[config.mk]
export PLATFORM = sky130hd
export DESIGN_NAME = noc_port_arbiter
export DESIGN_NICKNAME = d
export VERILOG_FILES = /design/src/rtl/noc_port_arbiter.sv
export SDC_FILE = /design/constraint.sdc
export NUM_CORES = 1
export LEC_CHECK = 0
export ABC_AREA = 0
export CAP_MARGIN = 30
export CORE_MARGIN = 2
export CORE_UTILIZATION = 30
export CTS_BUF_LIST = sky130_fd_sc_hd__clkbuf_16
export DETAILED_ROUTE_END_ITERATION = 10
export HOLD_SLACK_MARGIN = 0.12
export PLACE_DENSITY = 0.67
export SLEW_MARGIN = 15
export SYNTH_ARGS = -nofsm -noshare
export SYNTH_HDL_FRONTEND = slang
export SYNTH_SLANG_ARGS = --single-unit
[constraint.sdc]
create_clock -name clk -period 2.1 [get_ports clk]
set_clock_uncertainty 0.05 [all_clocks]
set_input_delay 0.315 -clock clk [delete_from_list [all_inputs] [get_ports clk]]
set_output_delay 0.315 -clock clk [all_outputs]
set_load 0.03 [all_outputs]
[src/rtl/noc_port_arbiter.sv]
// Round-robin arbiter sharing one router output port between left, bottom and PE links.
// Define NOC_ARB_AGE_EN to let requesters that have waited MAX_WAIT cycles override round-robin.
module noc_port_arbiter #(
    parameter int data_width  = 8,
    parameter int x_size      = 2,
    parameter int y_size      = 2,
    parameter int total_width = 2*x_size + 2*y_size + data_width,
    parameter int MAX_WAIT    = 8
) (
    input  logic                   clk,
    input  logic                   rst,
    input  logic                   i_valid_l,
    input  logic                   i_valid_b,
    input  logic                   i_valid_pe,
    input  logic [total_width-1:0] i_data_l,
    input  logic [total_width-1:0] i_data_b,
    input  logic [total_width-1:0] i_data_pe,
    output logic                   o_ready_l,
    output logic                   o_ready_b,
    output logic                   o_ready_pe,
    output logic                   o_valid,
    output logic [total_width-1:0] o_data,
    input  logic                   i_ready,
    output logic [2:0]             o_grant,
    output logic                   o_busy
);

    typedef enum logic [1:0] {
        PTR_L  = 2'd0,
        PTR_B  = 2'd1,
        PTR_PE = 2'd2
    } ptr_t;

    ptr_t       ptr_q, ptr_d;
    logic [2:0] req;
    logic [2:0] pick;
    logic [2:0] grant;
    logic       can_accept;

    // Bit order of every vector here is {pe, b, l}; the scan starts at the pointer.
    function automatic logic [2:0] rr_pick(input logic [2:0] r, input ptr_t p);
        logic [2:0] g;
        g = 3'b000;
        case (p)
            PTR_B: begin
                if (r[1])      g = 3'b010;
                else if (r[2]) g = 3'b100;
                else if (r[0]) g = 3'b001;
            end
            PTR_PE: begin
                if (r[2])      g = 3'b100;
                else if (r[0]) g = 3'b001;
                else if (r[1]) g = 3'b010;
            end
            default: begin
                if (r[0])      g = 3'b001;
                else if (r[1]) g = 3'b010;
                else if (r[2]) g = 3'b100;
            end
        endcase
        return g;
    endfunction

    assign req        = {i_valid_pe, i_valid_b, i_valid_l};
    assign can_accept = ~o_valid | i_ready;

`ifdef NOC_ARB_AGE_EN
    localparam int AW = $clog2(MAX_WAIT + 1);

    logic [AW-1:0] wait_q [3];
    logic [2:0]    aged;

    for (genvar i = 0; i < 3; i++) begin : g_age
        assign aged[i] = req[i] && (wait_q[i] == AW'(MAX_WAIT));

        // Counts cycles spent waiting; any transfer or a dropped request restarts it.
        always_ff @(posedge clk) begin
            if (rst) begin
                wait_q[i] <= '0;
            end else if (req[i] && !grant[i]) begin
                if (wait_q[i] != AW'(MAX_WAIT)) begin
                    wait_q[i] <= wait_q[i] + 1'b1;
                end
            end else begin
                wait_q[i] <= '0;
            end
        end
    end

    assign pick = (|aged) ? rr_pick(aged, ptr_q) : rr_pick(req, ptr_q);
`else
    logic unused_max_wait;
    assign unused_max_wait = ^MAX_WAIT;
    assign pick = rr_pick(req, ptr_q);
`endif

    assign grant      = (can_accept && !rst) ? pick : 3'b000;
    assign o_ready_l  = grant[0];
    assign o_ready_b  = grant[1];
    assign o_ready_pe = grant[2];
    assign o_busy     = o_valid & ~i_ready;

    always_comb begin
        ptr_d = ptr_q;
        if (grant[0])      ptr_d = PTR_B;
        else if (grant[1]) ptr_d = PTR_PE;
        else if (grant[2]) ptr_d = PTR_L;
    end

    // A new grant refills the stage even while it drains, giving one flit per cycle.
    always_ff @(posedge clk) begin
        if (rst) begin
            ptr_q   <= PTR_L;
            o_valid <= 1'b0;
            o_data  <= '0;
            o_grant <= 3'b000;
        end else begin
            ptr_q <= ptr_d;
            if (|grant) begin
                o_valid <= 1'b1;
                o_grant <= grant;
                o_data  <= grant[0] ? i_data_l : (grant[1] ? i_data_b : i_data_pe);
            end else if (i_ready) begin
                o_valid <= 1'b0;
            end
        end
    end

endmodule

==> results of run 1 <==
## power breakdown
part / internal, W / switching [W] / leakage (nW) / total (W)
sequential: 0.000479 / 0.0000449 / 0.176 / 0.000524
clock: 0.000256 / 0.000150 / 0.0409 / 0.000406
combinational: 0.000512 / 0.000552 / 0.849 / 0.00106
total: 0.00125 / 0.000748 / 1.07 / 0.00199
## layout by cell type, fill, tap and decap left out, drive strengths merged
cell,synthesis,routed
nand2b,2,2
a22oi,1,1
and2b,1,1
a21o,16,16
clkbuf,3,3
dfxtp,21,21
o31ai,1,1
nor2b,2,2
nand3,16,16
a31o,1,1
nor3b,1,1
a21oi,16,16
o31a,1,1
buf,10,36
and2,1,1
o21ai,19,19
nor3,5,5
dlygate4sd2,0,1
a221oi,16,16
inv,22,22
o41ai,1,1
clkdlybuf4s50,0,72
ha,2,2
nand2,4,4
nor2,7,7
clkinv,0,1
## routing by layer
layer,vias up,share of wire,wire length (µm),GRT usage
li1,812,-,-,-
met1,739,0.45,2160,0.222
met2,59,0.48,2280,0.315
met3,4,0.060,286,0.0304
met4,0,0.0071,34,0.0370
met5,-,0,0,0
## metrics by stage
step           hold slack [ns]  instance area [µm²]
3_5_place_dp             0.408                 2390
5_1_grt                  0.439                 2560
4_1_cts                  0.417                 2560
3_3_place_gp             0.396                 2380
6_report                 0.414                 2560
2_1_floorplan            0.453                 1430
## worst register-to-register path, stage by stage (launching register included)
cell and delay, ns:
sky130_fd_sc_hd__dfxtp_2 0.34, sky130_fd_sc_hd__inv_2 0.05, sky130_fd_sc_hd__ha_4 0.31, sky130_fd_sc_hd__nor2b_4 0.05, sky130_fd_sc_hd__buf_4 0.13, sky130_fd_sc_hd__o31ai_4 0.21
sky130_fd_sc_hd__buf_4 0.19, sky130_fd_sc_hd__o21ai_0 0.09, sky130_fd_sc_hd__a21o_1 0.20, sky130_fd_sc_hd__a221oi_2 0.23
## logic make-up after synthesis
family / count (synthesis) / synth area share
compound gates: 72 / 0.393
simple gates: 39 / 0.166
buf+inv: 35 / 0.130
flops: 21 / 0.294
fa+ha+maj: 2 / 0.0175
## state kept, by name (all words and copies together) (netlist names)
register and count:
o_data 16, o_grant 3, o_valid 1, ptr_q 1
## final cells by class
| cell class | instances | share of cell area |
|---|---|---|
| inverters | 22 | 0.0332 |
| clock inverters | 1 | 0.00195 |
| flip-flops and latches | 21 | 0.166 |
| multi-input cells | 113 | 0.344 |
| well taps | 54 | 0.0264 |
| clock buffers | 3 | 0.0293 |
| repair buffers | 109 | 0.399 |
## final timing paths
kind	slack [ns]	end
worst min-delay path	0.41	o_data[5]
worst min register to register	0.41	o_data[5]
worst max-delay path	0.008	o_ready_b
worst max register to register	0.16	o_data[3]
## timing repair
action                                  CTS  global route
gates cloned                              0             0
endpoints found under the hold margin     0             0
pin swaps                                 5             3
setup buffers                             5             2
gates resized for setup                  16             2
endpoints found under the setup margin    3            13
==> results_dict.tcl, run 1 <==
set metrics [dict create \
    outcome "finished, final reports clean" \
    placement_stage_worst_setup_slack_ns -0.225 \
    critical_path_arrival_ns 1.73 \
    htree_num_levels 1 \
    synthToLayoutAreaGrowth_pct 79.5 \
    layout.area.seq_um2 425 \
    critPathMaxStageDelay_ns 0.34 \
    portBuffers 77 \
    cts_num_sinks 21 \
    antenna_cells 0 \
    synth.yosys.warnings 0 \
    startpoint_type "flop" \
    synth_seq_area_share 0.294 \
    grt_ovf 0 \
    core_um2 4660 \
    numCtsBuffers 3 \
    synthesis.instances 169 \
    setup.worst_path.class "reg -> out" \
    antenna_violating_nets_post_route 0 \
    hpwlAfterDp_mm 3.54 \
    hold_path.class "reg -> reg" \
    setup_violation_total_in_the_final_timing_report 0 \
    routed_wire_length_per_instance_um 14.7 \
    worstMarginPinSlew_ns 0.430 \
    antenna_found_initial 0 \
    num_vias 1614 \
    global_route_wire_length_before_repair_mm 7.30 \
    die-area_um2 5330 \
    synthesis.nets 225 \
    pwr_density_cell_nw_per_um2 778 \
    drt_first_iter_violations 87 \
    hp-start "o_data[5]" \
    timing.critical_path.to_type "output port" \
    grt_start_max_net_pins 19 \
    cp_num_cells 8 \
    async_flop_share 0 \
    worst-path-buf-inv 4 \
    row_cnt 25 \
    drive_gt1_frac 0.264 \
    cp_slowest_cell "sky130_fd_sc_hd__dfxtp_2" \
    mappedNetlistArea_um2 1430 \
    worst_ir_drop_vdd_mv 0.339 \
    footprint_of_the_multi_input_gates_um2 881 \
    synthMostInstantiatedCell "sky130_fd_sc_hd__dfxtp_1" \
    remaining_routing_drc_violations 0 \
    synthDominantAreaCellType "sky130_fd_sc_hd__dfxtp_1" \
    fmax_mhz 478 \
    critical_path.cell_chain "inv_2 > ha_4 > and2b_4 > o31a_1 > buf_6 > nand2_8 > inv_4 > buf_6" \
    worstRegToRegCells 9 \
    clock_latency_ns 0.25 \
    relSlewSlack 0.712 \
    rsz0062_at_grt "true" \
    report.final.hold_viol_count 0 \
    synth.avg_cell_area_um2 8.45 \
    final.fill_count 429 \
    fin_util 0.550 \
    wl_mm 4.76 \
    critPathLaunch "o_grant[0]" \
    synth_top_area_frac 0.294 \
    layout_min_cycle_time_ns 2.09 \
    synth_flop_cell "sky130_fd_sc_hd__dfxtp_1" \
    worst_r2r_startpoint "o_grant[0]" \
    dieWidth_um 73.0 \
    power.total_w 0.00199 \
    whs_path_depth 2 \
    min_period_over_period 0.996 \
    synth-seq-cells 21 \
    gpl.final_weighted_congestion 0.776 \
    via_count_of_the_first_global_routing_pass 1594 \
    cts_hold_repair.buffers 0 \
    setup_slack_ns 0.00777 \
    setup_tns_after_final_layout_ns 0 \
    synthTopCellsByCount "sky130_fd_sc_hd__dfxtp_1, sky130_fd_sc_hd__inv_1, sky130_fd_sc_hd__a21o_1, sky130_fd_sc_hd__a21oi_1, sky130_fd_sc_hd__o21ai_0" \
    detailedRoute.firstPassIterationCount 4 \
    critPathMostFrequentCell "sky130_fd_sc_hd__buf_6" \
    height_of_the_chip_um 73.0 \
    drt-vias-per-instance 5.00 \
    tritoncts "yes" \
    drv_cap 0 \
    report.final.slew_viol_count 0 \
    required_arrival_time_at_the_worst_endpoint_ns 1.74 \
    clkTransAtPathRegs_ns 0.06 \
    fin_nets 326 \
    synth.lib_cells_used.distinct 36 \
    synth-edff-count 0 \
    floorplan.io_pins 78 \
    cts-root-to-sink-buffers 2 \
    globalRouteTotalUtil 0.177 \
    cp_max_fo 6 \
    post_synth_main_area_contributors "sky130_fd_sc_hd__dfxtp_1, sky130_fd_sc_hd__a221oi_2, sky130_fd_sc_hd__a21o_1, sky130_fd_sc_hd__a21oi_1, sky130_fd_sc_hd__o21ai_0" \
    timing.critical_path.max_delay_family "buffers and inverters" \
    start_util 0.306 \
    finish.cell_count_without_fillers 323 \
    placedCellCount 314 \
    root_buffer "sky130_fd_sc_hd__clkbuf_16" \
    static-leakage-power_nw 1.07 \
]
Note: power is estimated with default switching activity, not from simulation.
==> run 2: changes to the inputs <==
--- a/config.mk
+++ b/config.mk
@@ -6,7 +6,7 @@
 export NUM_CORES = 1
 export LEC_CHECK = 0
 export ABC_AREA = 0
-export CAP_MARGIN = 30
+export CAP_MARGIN = 40
 export CORE_MARGIN = 2
 export CORE_UTILIZATION = 30
 export CTS_BUF_LIST = sky130_fd_sc_hd__clkbuf_16
==> results of run 2 <==
The final DEF is identical to that of run 1; final timing and power are the same.
==> run 3: changes to the inputs <==
--- a/config.mk
+++ b/config.mk
@@ -11,6 +11,7 @@
 export CORE_UTILIZATION = 30
 export CTS_BUF_LIST = sky130_fd_sc_hd__clkbuf_16
 export DETAILED_ROUTE_END_ITERATION = 10
+export GPL_TIMING_DRIVEN = 0
 export HOLD_SLACK_MARGIN = 0.12
 export PLACE_DENSITY = 0.67
 export SLEW_MARGIN = 15
==> results_dict.tcl, run 3 (synthesis results as in run 1) <==
set metrics [dict create \
    outcome "finished, final reports clean" \
    tritoncts "yes" \
    layout_commonest_cell "sky130_fd_sc_hd__clkdlybuf4s50_1" \
    detailedRoute.firstPassIterationCount 6 \
    cp_max_fo 4 \
    min_period_over_period 0.986 \
    height_of_the_chip_um 73.0 \
    drive_gt1_frac 0.242 \
    layout_top_registers "o_data: 16 flops, o_grant: 3 flops" \
    placement_stage_worst_setup_slack_ns -0.901 \
    remaining_routing_drc_violations 0 \
    clock_latency_ns 0.25 \
    drv_cap 0 \
    wl_mm 4.61 \
    rsz0062_at_grt "true" \
    floorplan.io_pins 78 \
    dieWidth_um 73.0 \
    critPathMostFrequentCell "sky130_fd_sc_hd__inv_4" \
    timing.critical_path.to_type "output port" \
    critPathMaxStageDelay_ns 0.36 \
    hold_path.class "reg -> reg" \
    gpl.final_weighted_congestion 0.738 \
    hpwlAfterDp_mm 3.26 \
    critical_path_arrival_ns 1.70 \
    max_flop_register "o_data" \
    report.final.slew_viol_count 0 \
    worst_ir_drop_vdd_mv 0.365 \
    drt_first_iter_violations 43 \
    cp_slowest_cell "sky130_fd_sc_hd__dfxtp_4" \
    drt-vias-per-instance 5.00 \
    die-area_um2 5330 \
    setup.worst_path.class "reg -> out" \
    cts-root-to-sink-buffers 2 \
    report.final.hold_viol_count 0 \
    portBuffers 77 \
    antenna_found_initial 0 \
    startpoint_type "flop" \
    setup_violation_total_in_the_final_timing_report 0 \
    routed_wire_length_per_instance_um 14.7 \
    start_util 0.306 \
    most-common-layout-cells "sky130_fd_sc_hd__clkdlybuf4s50_1, sky130_fd_sc_hd__inv_1, sky130_fd_sc_hd__dfxtp_1" \
    layout_min_cycle_time_ns 2.07 \
    clkTransAtPathRegs_ns 0.06 \
    timing.critical_path.max_delay_family "flip-flops" \
    core_um2 4660 \
    antenna_violating_nets_post_route 0 \
    largest_register_ff_count 16 \
    grt_start_max_net_pins 13 \
    htree_num_levels 1 \
    worstMarginPinSlew_ns 0.650 \
    cts_num_sinks 21 \
    detailed_place.area_um2 2270 \
    critical_path.cell_chain "inv_4 > ha_4 > and2b_4 > o31a_1 > nand2_4 > inv_4 > buf_6" \
    fmax_mhz 483 \
    relSlewSlack 0.567 \
    globalRouteTotalUtil 0.172 \
    finalInstanceArea_um2 2500 \
    worst-path-buf-inv 3 \
    row_cnt 25 \
    cts_hold_repair.buffers 0 \
    pwr_density_cell_nw_per_um2 789 \
    setup_slack_ns 0.0302 \
    via_count_of_the_first_global_routing_pass 1504 \
    fin_nets 317 \
    synthToLayoutAreaGrowth_pct 75.5 \
    antenna_cells 0 \
    root_buffer "sky130_fd_sc_hd__clkbuf_16" \
    numCtsBuffers 3 \
    global_route_wire_length_before_repair_mm 7.11 \
    static-leakage-power_nw 1.03 \
    num_vias 1570 \
    grt_ovf 0 \
    required_arrival_time_at_the_worst_endpoint_ns 1.74 \
]
==> run 3: power breakdown <==
part	total, W	leakage (nW)	switching (W)	internal [W]
combinational	0.00105	0.811	0.000558	0.000489
sequential	0.000526	0.176	0.0000458	0.000480
clock	0.000404	0.0409	0.000148	0.000256
==> run 3: cell type report <==
cell class                      instances  area, µm²
Inverter                               22       87.6
Fill cell                             458       2160
Tap cell                               54       67.6
Multi-Input combinational cell        113        903
Clock inverter                          1       5.00
Clock buffer                            3       75.1
Buffer                                 10       66.3
Sequential cell                        21        425
Timing Repair Buffer                   90        875
==> run 3: what timing repair did <==
| action | CTS | global route |
|---|---|---|
| gates resized for setup | 33 | 16 |
| buffers inserted | 8 | 5 |
| pin swaps | 4 | 11 |
| setup endpoints to repair | 15 | 20 |
==> run 3: worst register-to-register path: stages, from the launching register on <==
cell and delay, ns:
sky130_fd_sc_hd__dfxtp_4 0.36, sky130_fd_sc_hd__inv_4 0.04, sky130_fd_sc_hd__ha_4 0.26, sky130_fd_sc_hd__and2b_4 0.17, sky130_fd_sc_hd__buf_4 0.13, sky130_fd_sc_hd__o31ai_4 0.20, sky130_fd_sc_hd__buf_4 0.22, sky130_fd_sc_hd__o21ai_0 0.10
sky130_fd_sc_hd__a21o_1 0.17, sky130_fd_sc_hd__a221oi_2 0.23
==> run 3: path summary, 6_finish.rpt <==
check	start	end	slack, ns	cells after the start
setup / recovery	o_grant[0]	o_ready_b	0.03	7
hold / removal	o_data[3]	o_data[3]	0.41	2
setup reg to reg	o_grant[0]	o_data[6]	0.07	9
hold reg to reg	o_data[3]	o_data[3]	0.41	2
==> run 3: metal layers <==
layer | global-route usage | vias up | share of wire
met5 | 0 | - | 0
met4 | 0.0309 | 0 | 0.0048
met3 | 0.0442 | 4 | 0.059
met2 | 0.298 | 52 | 0.48
met1 | 0.217 | 714 | 0.46
li1 | - | 800 | -
==> run 3: metrics by stage <==
step | util | cells | TNS, ns | hold slack (ns) | total power [W]
floorplan | - | 169 | 0 | 0.453 | 0.00111
global placement | 0.487 | 300 | -7.11 | 0.398 | 0.00148
detailed placement | 0.487 | 300 | -7.34 | 0.404 | 0.00148
CTS | 0.523 | 311 | -0.00128 | 0.414 | 0.00195
global route | 0.537 | 314 | -0.254 | 0.433 | 0.00209
finish | 0.537 | 314 | 0 | 0.409 | 0.00198
